## config.mk

```make
export PLATFORM = sky130hd
export DESIGN_NAME = beat_player_ctrl
export DESIGN_NICKNAME = d
export VERILOG_FILES = /design/src/rtl/beat_player_ctrl.sv
export SDC_FILE = /design/constraint.sdc
export NUM_CORES = 1
export LEC_CHECK = 0
export ABC_AREA = 1
export BUFFER_PORTS_ARGS = -buffer_cell sky130_fd_sc_hd__buf_2
export CAP_MARGIN = 40
export CORE_MARGIN = 3
export CORE_UTILIZATION = 36
export CTS_BUF_LIST = sky130_fd_sc_hd__clkbuf_8
export DETAILED_ROUTE_END_ITERATION = 6
export PLACE_DENSITY = 0.64
export SLEW_MARGIN = 20
export SYNTH_ARGS = -nofsm -noshare
export SYNTH_HDL_FRONTEND = slang
export SYNTH_SLANG_ARGS = --single-unit
```

## constraint.sdc

```tcl
create_clock -name clk -period 1.6 [get_ports clk]
set_input_delay 0.08 -clock clk [delete_from_list [all_inputs] [get_ports clk]]
set_output_delay 0.08 -clock clk [all_outputs]
set_load 0.05 [all_outputs]
```

## src/rtl/beat_player_ctrl.sv

```systemverilog
// rtl/beat_player_ctrl.sv - beat-rate transport FSM (idle/play/pause/tail), optional TEMPO_ADJ_EN tempo control
module beat_player_ctrl #(
  parameter int CLK_HZ  = 100_000_000,
  parameter int BEAT_HZ = 8,
  parameter int LEN     = 64,
  parameter int TAIL    = 4
) (
  input  logic        clk,
  input  logic        rst,
  input  logic        play_pulse,
  input  logic        stop_pulse,
  input  logic        loop_en,
`ifdef TEMPO_ADJ_EN
  input  logic        tempo_up,
  input  logic        tempo_dn,
  output logic [1:0]  tempo,
`endif
  output logic [11:0] ibeatNum,
  output logic        en,
  output logic        beat_tick,
  output logic        done,
  output logic [1:0]  state
);

  localparam int DIV = CLK_HZ / BEAT_HZ;
  localparam int DW  = $clog2(DIV + 1);
  localparam int TW  = (TAIL < 2) ? 1 : $clog2(TAIL + 1);

  localparam logic [DW-1:0] DIV_V     = DW'(DIV);
  localparam logic [11:0]   LEN_V     = 12'(LEN);
  localparam logic [11:0]   LAST_V    = 12'(LEN - 1);
  localparam logic [TW-1:0] TAIL_LAST = TW'(TAIL - 1);

  typedef enum logic [1:0] {
    S_IDLE  = 2'b00,
    S_PLAY  = 2'b01,
    S_PAUSE = 2'b10,
    S_TAIL  = 2'b11
  } state_t;

  state_t        st;
  logic [DW-1:0] div_cnt;
  logic [DW-1:0] period;
  logic [TW-1:0] tail_cnt;
  logic          wrap;

  assign state = st;

  // Divider reaches the end of the current beat period while the transport is running
  always_comb begin
    wrap = 1'b0;
    if ((st == S_PLAY) || (st == S_TAIL))
      wrap = (div_cnt == (period - 1'b1));
  end

`ifdef TEMPO_ADJ_EN
  // Tempo register saturates at both ends; period only reloads at a beat boundary or while idle
  always_ff @(posedge clk or posedge rst) begin
    if (rst) begin
      tempo  <= 2'd0;
      period <= DIV_V;
    end else begin
      if (tempo_up && !tempo_dn && (tempo != 2'd3))
        tempo <= tempo + 2'd1;
      else if (tempo_dn && !tempo_up && (tempo != 2'd0))
        tempo <= tempo - 2'd1;
      if (wrap || (st == S_IDLE))
        period <= DIV_V >> tempo;
    end
  end
`else
  assign period = DIV_V;
`endif

  // Transport FSM: stop beats everything, pause freezes beat and divider, tail parks at LEN
  always_ff @(posedge clk or posedge rst) begin
    if (rst) begin
      st        <= S_IDLE;
      ibeatNum  <= 12'd0;
      en        <= 1'b0;
      beat_tick <= 1'b0;
      done      <= 1'b0;
      div_cnt   <= '0;
      tail_cnt  <= '0;
    end else begin
      beat_tick <= 1'b0;
      done      <= 1'b0;
      if (stop_pulse) begin
        st       <= S_IDLE;
        ibeatNum <= 12'd0;
        en       <= 1'b0;
        div_cnt  <= '0;
        tail_cnt <= '0;
      end else begin
        case (st)
          S_IDLE: begin
            ibeatNum <= 12'd0;
            en       <= 1'b0;
            div_cnt  <= '0;
            tail_cnt <= '0;
            if (play_pulse) begin
              st <= S_PLAY;
              en <= 1'b1;
            end
          end
          S_PLAY: begin
            if (play_pulse) begin
              st <= S_PAUSE;
              en <= 1'b0;
            end else if (wrap) begin
              div_cnt   <= '0;
              beat_tick <= 1'b1;
              if (ibeatNum < LAST_V) begin
                ibeatNum <= ibeatNum + 12'd1;
              end else if (loop_en) begin
                ibeatNum <= 12'd0;
              end else begin
                ibeatNum <= LEN_V;
                st       <= S_TAIL;
                tail_cnt <= '0;
              end
            end else begin
              div_cnt <= div_cnt + 1'b1;
            end
          end
          S_PAUSE: begin
            if (play_pulse) begin
              st <= S_PLAY;
              en <= 1'b1;
            end
          end
          S_TAIL: begin
            if (wrap) begin
              div_cnt   <= '0;
              beat_tick <= 1'b1;
              if (tail_cnt == TAIL_LAST) begin
                st       <= S_IDLE;
                ibeatNum <= 12'd0;
                en       <= 1'b0;
                done     <= 1'b1;
                tail_cnt <= '0;
              end else begin
                tail_cnt <= tail_cnt + 1'b1;
              end
            end else begin
              div_cnt <= div_cnt + 1'b1;
            end
          end
          default: begin
            st <= S_IDLE;
          end
        endcase
      end
    end
  end

endmodule

```

==> results.md <==
* Outcome: finished, violations left
* Violated checks: negative setup slack
* CP Data Arrival Time at 1.86 ns
* Hold_sp: play_pulse
* Reg-to-Reg End: div_cnt[11]
* Ant. Diodes at 0
* Reg2reg start: state[1]
* Share of the synthesized area in the top cell type at 41.0%
* Hold endpoint: state[0]
* Cell Rows at 30
* CP Class: reg -> reg
* Met3 WL at 180 um
* Syn Nets at 372
* Post-DP HPWL at 4.67 mm
* Final core utilization at 53.6%
* Vias per inst at 4.67
* Setup slack after layout at -0.0580 ns
* Die ar. at 8530 sq um
* WP buf/inv at 2
* Vias in the first global route at 2498
* Hold crit path type: in -> reg
* Fin. Hold Viols at 0
* PD cells at 1070 nW/um^2
* Worst rel slew slack at 72.1%
* Crit-path max cell delay at 0.43 ns
* Leakage power at 1.80 nW
* Clk_lat worst skew at 0.31 ns
* # IOs at 22
* RSZ-0062 raised after global routing: yes
* Final #Nets at 456
* Critical Path Sink Type: flip-flop
* Final Max Slew Viols at 0
* Setup Viol. Count Final at 23
* Total CTS buffers at 5
* CP required at 1.80 ns
* Setup TNS at -0.697 ns
* Share of post-route cells with drive strength above 1 at 41.0%
* Setup Skew at 0.00808 ns
* Hold_ws at 0.130 ns
* Comb pwr share at 47.0%
* Sw power at 0.00167 W
* Initial antenna violation count at 0
* Yosys reg bits at 44
* DRC Markers at 0
* Clk pin slew, worst setup/hold paths at 0.09 ns
* Met2 wire len at 3.17 mm
* Layout area overhead at 40.2%
* Unique masters post-synth at 32
* Gpl congestion at 0.902
* Fin crit share at 104%
* All-layer global routing usage at 15.8%
* Highest metal used: met4
* Fillers at 673
* First-pass GRT wire length at 11.0 mm
* Synthesis Warnings at 0
* R2r worst-path depth at 11
* Most common cell after layout, fill and taps aside: nand2_1
* Detail Route Antenna Nets at 0
* Die X at 92.4 um
* Routed wire length at 6.36 mm
* Vias at 2522
* Core area at 7020 sq um
* CP delay by family, top: simple AND/OR/NAND/NOR gates
* Part of the power in registers at 30.9%
* Critical Path Fanout Max at 5
* Worst Tran Pin Value at 0.418 ns
* Port bufs at 21
* Flip-flop and latch area at 1110 sq um
* Commonest cells after routing, fill and taps aside: 70 x nand2_1, 55 x buf_4, 50 x nor2_1
* 1st-iter DRT viols at 79
* Syn_area_per_cell at 7.48 sq um
* Largest net degree at the start of global routing at 21
* Post-Syn Instances at 359
* Root Buffer: clkbuf_8
* Grt ovf at 0
* CTS tree: done
* Area contributors post-synth: dfrtp_1 41%, nand2_1 11%, nor2_1 8.5%
* Switching Fraction at 41.2%
* Hold path cells at 4
* Seq/Total Area, Yosys at 41.0%
* Area leader, netlist: dfrtp_1
* Post-Syn Area at 2690 sq um
* Chip height at 92.4 um
* R2r setup slk at -0.06 ns
* Clock network power share at 22.2%
* Internal cell power at 0.00238 W
* Wire length on met1 at 2.94 mm
* H-tree depth at 2
* Initial DRT Pass Iterations at 4
* DR WL/cell at 11.8 um
* CP max-delay cell: dfrtp_2
* Initial Util at 38.3%
* Startpoint types: flip-flop
* Final min period at 1.66 ns
* Fmax at 0.603 GHz
* CP Cell Sequence: inv_4, ha_4, inv_6, nand3_4, nand2_8, nor2_8, nand2_4, nor2_4, nand2_2, o21ai_2, nor2_1
* Max_cap viols at 0
* Worst IR Drop VDD at 0.000604 V
* CTS sink count at 44
* Multi-input logic area at 1610 sq um
* CTS Buffer Depth at 2
==> what timing repair did <==
action	CTS	global route
hold buffers	1	0
cloned	0	0
pin swaps	18	33
setup endpoints to repair	42	42
buffers inserted	5	6
hold endpoints to repair	18	0
resized for setup	15	49
==> how the worst max path moves through the flow <==
stage | startpoint | end | slack, ns | cells past startpoint
after global placement | state[0] | div_cnt[20] | -0.09 | 10
after detailed placement | state[0] | div_cnt[11] | -0.14 | 10
after global routing | state[1] | div_cnt[21] | -0.15 | 12
after CTS | state[0] | div_cnt[11] | -0.06 | 10
after floorplan | state[0] | div_cnt[11] | -0.20 | 10
final | state[1] | div_cnt[11] | -0.06 | 11
==> stage by stage <==
step / instances / worst slack, ns / total power, W / cell area, sq um
after floorplan: 359 / -0.202 / 0.00241 / 2770
after global placement: 521 / -0.0917 / 0.00280 / 3320
after detailed placement: 521 / -0.137 / 0.00282 / 3320
after CTS: 535 / -0.0605 / 0.00386 / 3540
after global routing: 540 / -0.153 / 0.00429 / 3760
final: 540 / -0.0580 / 0.00404 / 3760
==> synthesized netlist by cell type, drive strengths merged <==
library cell / count
nor3b: 1
nor3: 9
or2: 2
dfrtp: 44
buf: 5
nand4: 8
o21ai: 22
o21bai: 1
nor2: 71
nand2: 89
xor2: 4
a31o: 1
a31oi: 1
xnor2: 2
nand3: 28
a21oi: 10
inv: 50
ha: 8
clkinv: 2
o211ai: 1
==> cell type report <==
cell class / count / share of cell area, %
Sequential cell: 44 / 29.5
Clock inverter: 3 / 1.23
Clock buffer: 5 / 1.83
Multi-Input combinational cell: 258 / 42.9
Tap cell: 96 / 3.19
Timing Repair Buffer: 82 / 15.5
Inverter: 52 / 5.82
==> cell families (layout without fill, tap and decap cells) <==
logic type | after synthesis | count (layout) | share of synthesized area (%)
flip-flops | 44 | 44 | 41.0
XOR/XNOR | 6 | 6 | 1.96
adder cells (fa/ha/maj) | 8 | 8 | 3.73
AND/OR/NAND/NOR | 208 | 208 | 35.8
AO/OA/AOI/OAI | 36 | 36 | 8.20
buffers and inverters | 57 | 142 | 9.27
==> worst reg2reg max path, cell delays in order, from the launching register on <==
cell     delay (ns)
dfrtp_2        0.43
inv_4          0.08
ha_4           0.17
inv_6          0.05
nand3_4        0.10
nand2_8        0.10
nor2_8         0.18
nand2_4        0.09
nor2_4         0.11
nand2_2        0.07
o21ai_2        0.11
nor2_1         0.06
==> sequential cells by signal, summed over array words and instances, names as in the netlist <==
name,flops
div_cnt,24
ibeatNum,12
tail_cnt,3
state,2
beat_tick,1
done,1
en,1
==> routing by layer <==
| metal | track usage (%) | up-vias |
|---|---|---|
| met2 | 27.6 | 31 |
| met1 | 20.0 | 1185 |
| met3 | 2.84 | 7 |
| met4 | 4.08 | 0 |
| li1 | - | 1299 |
| met5 | 0 | - |
==> power by group through the flow <==
stage / sequential (W) / clock [W] / combinational [W]
2_1_floorplan: 0.00144 / 0 / 0.000968
3_3_place_gp: 0.00125 / 0 / 0.00155
3_5_place_dp: 0.00126 / 0 / 0.00156
4_1_cts: 0.00124 / 0.000932 / 0.00169
5_1_grt: 0.00126 / 0.000970 / 0.00206
6_report: 0.00125 / 0.000896 / 0.00190
(Power assumes the default switching activity.)
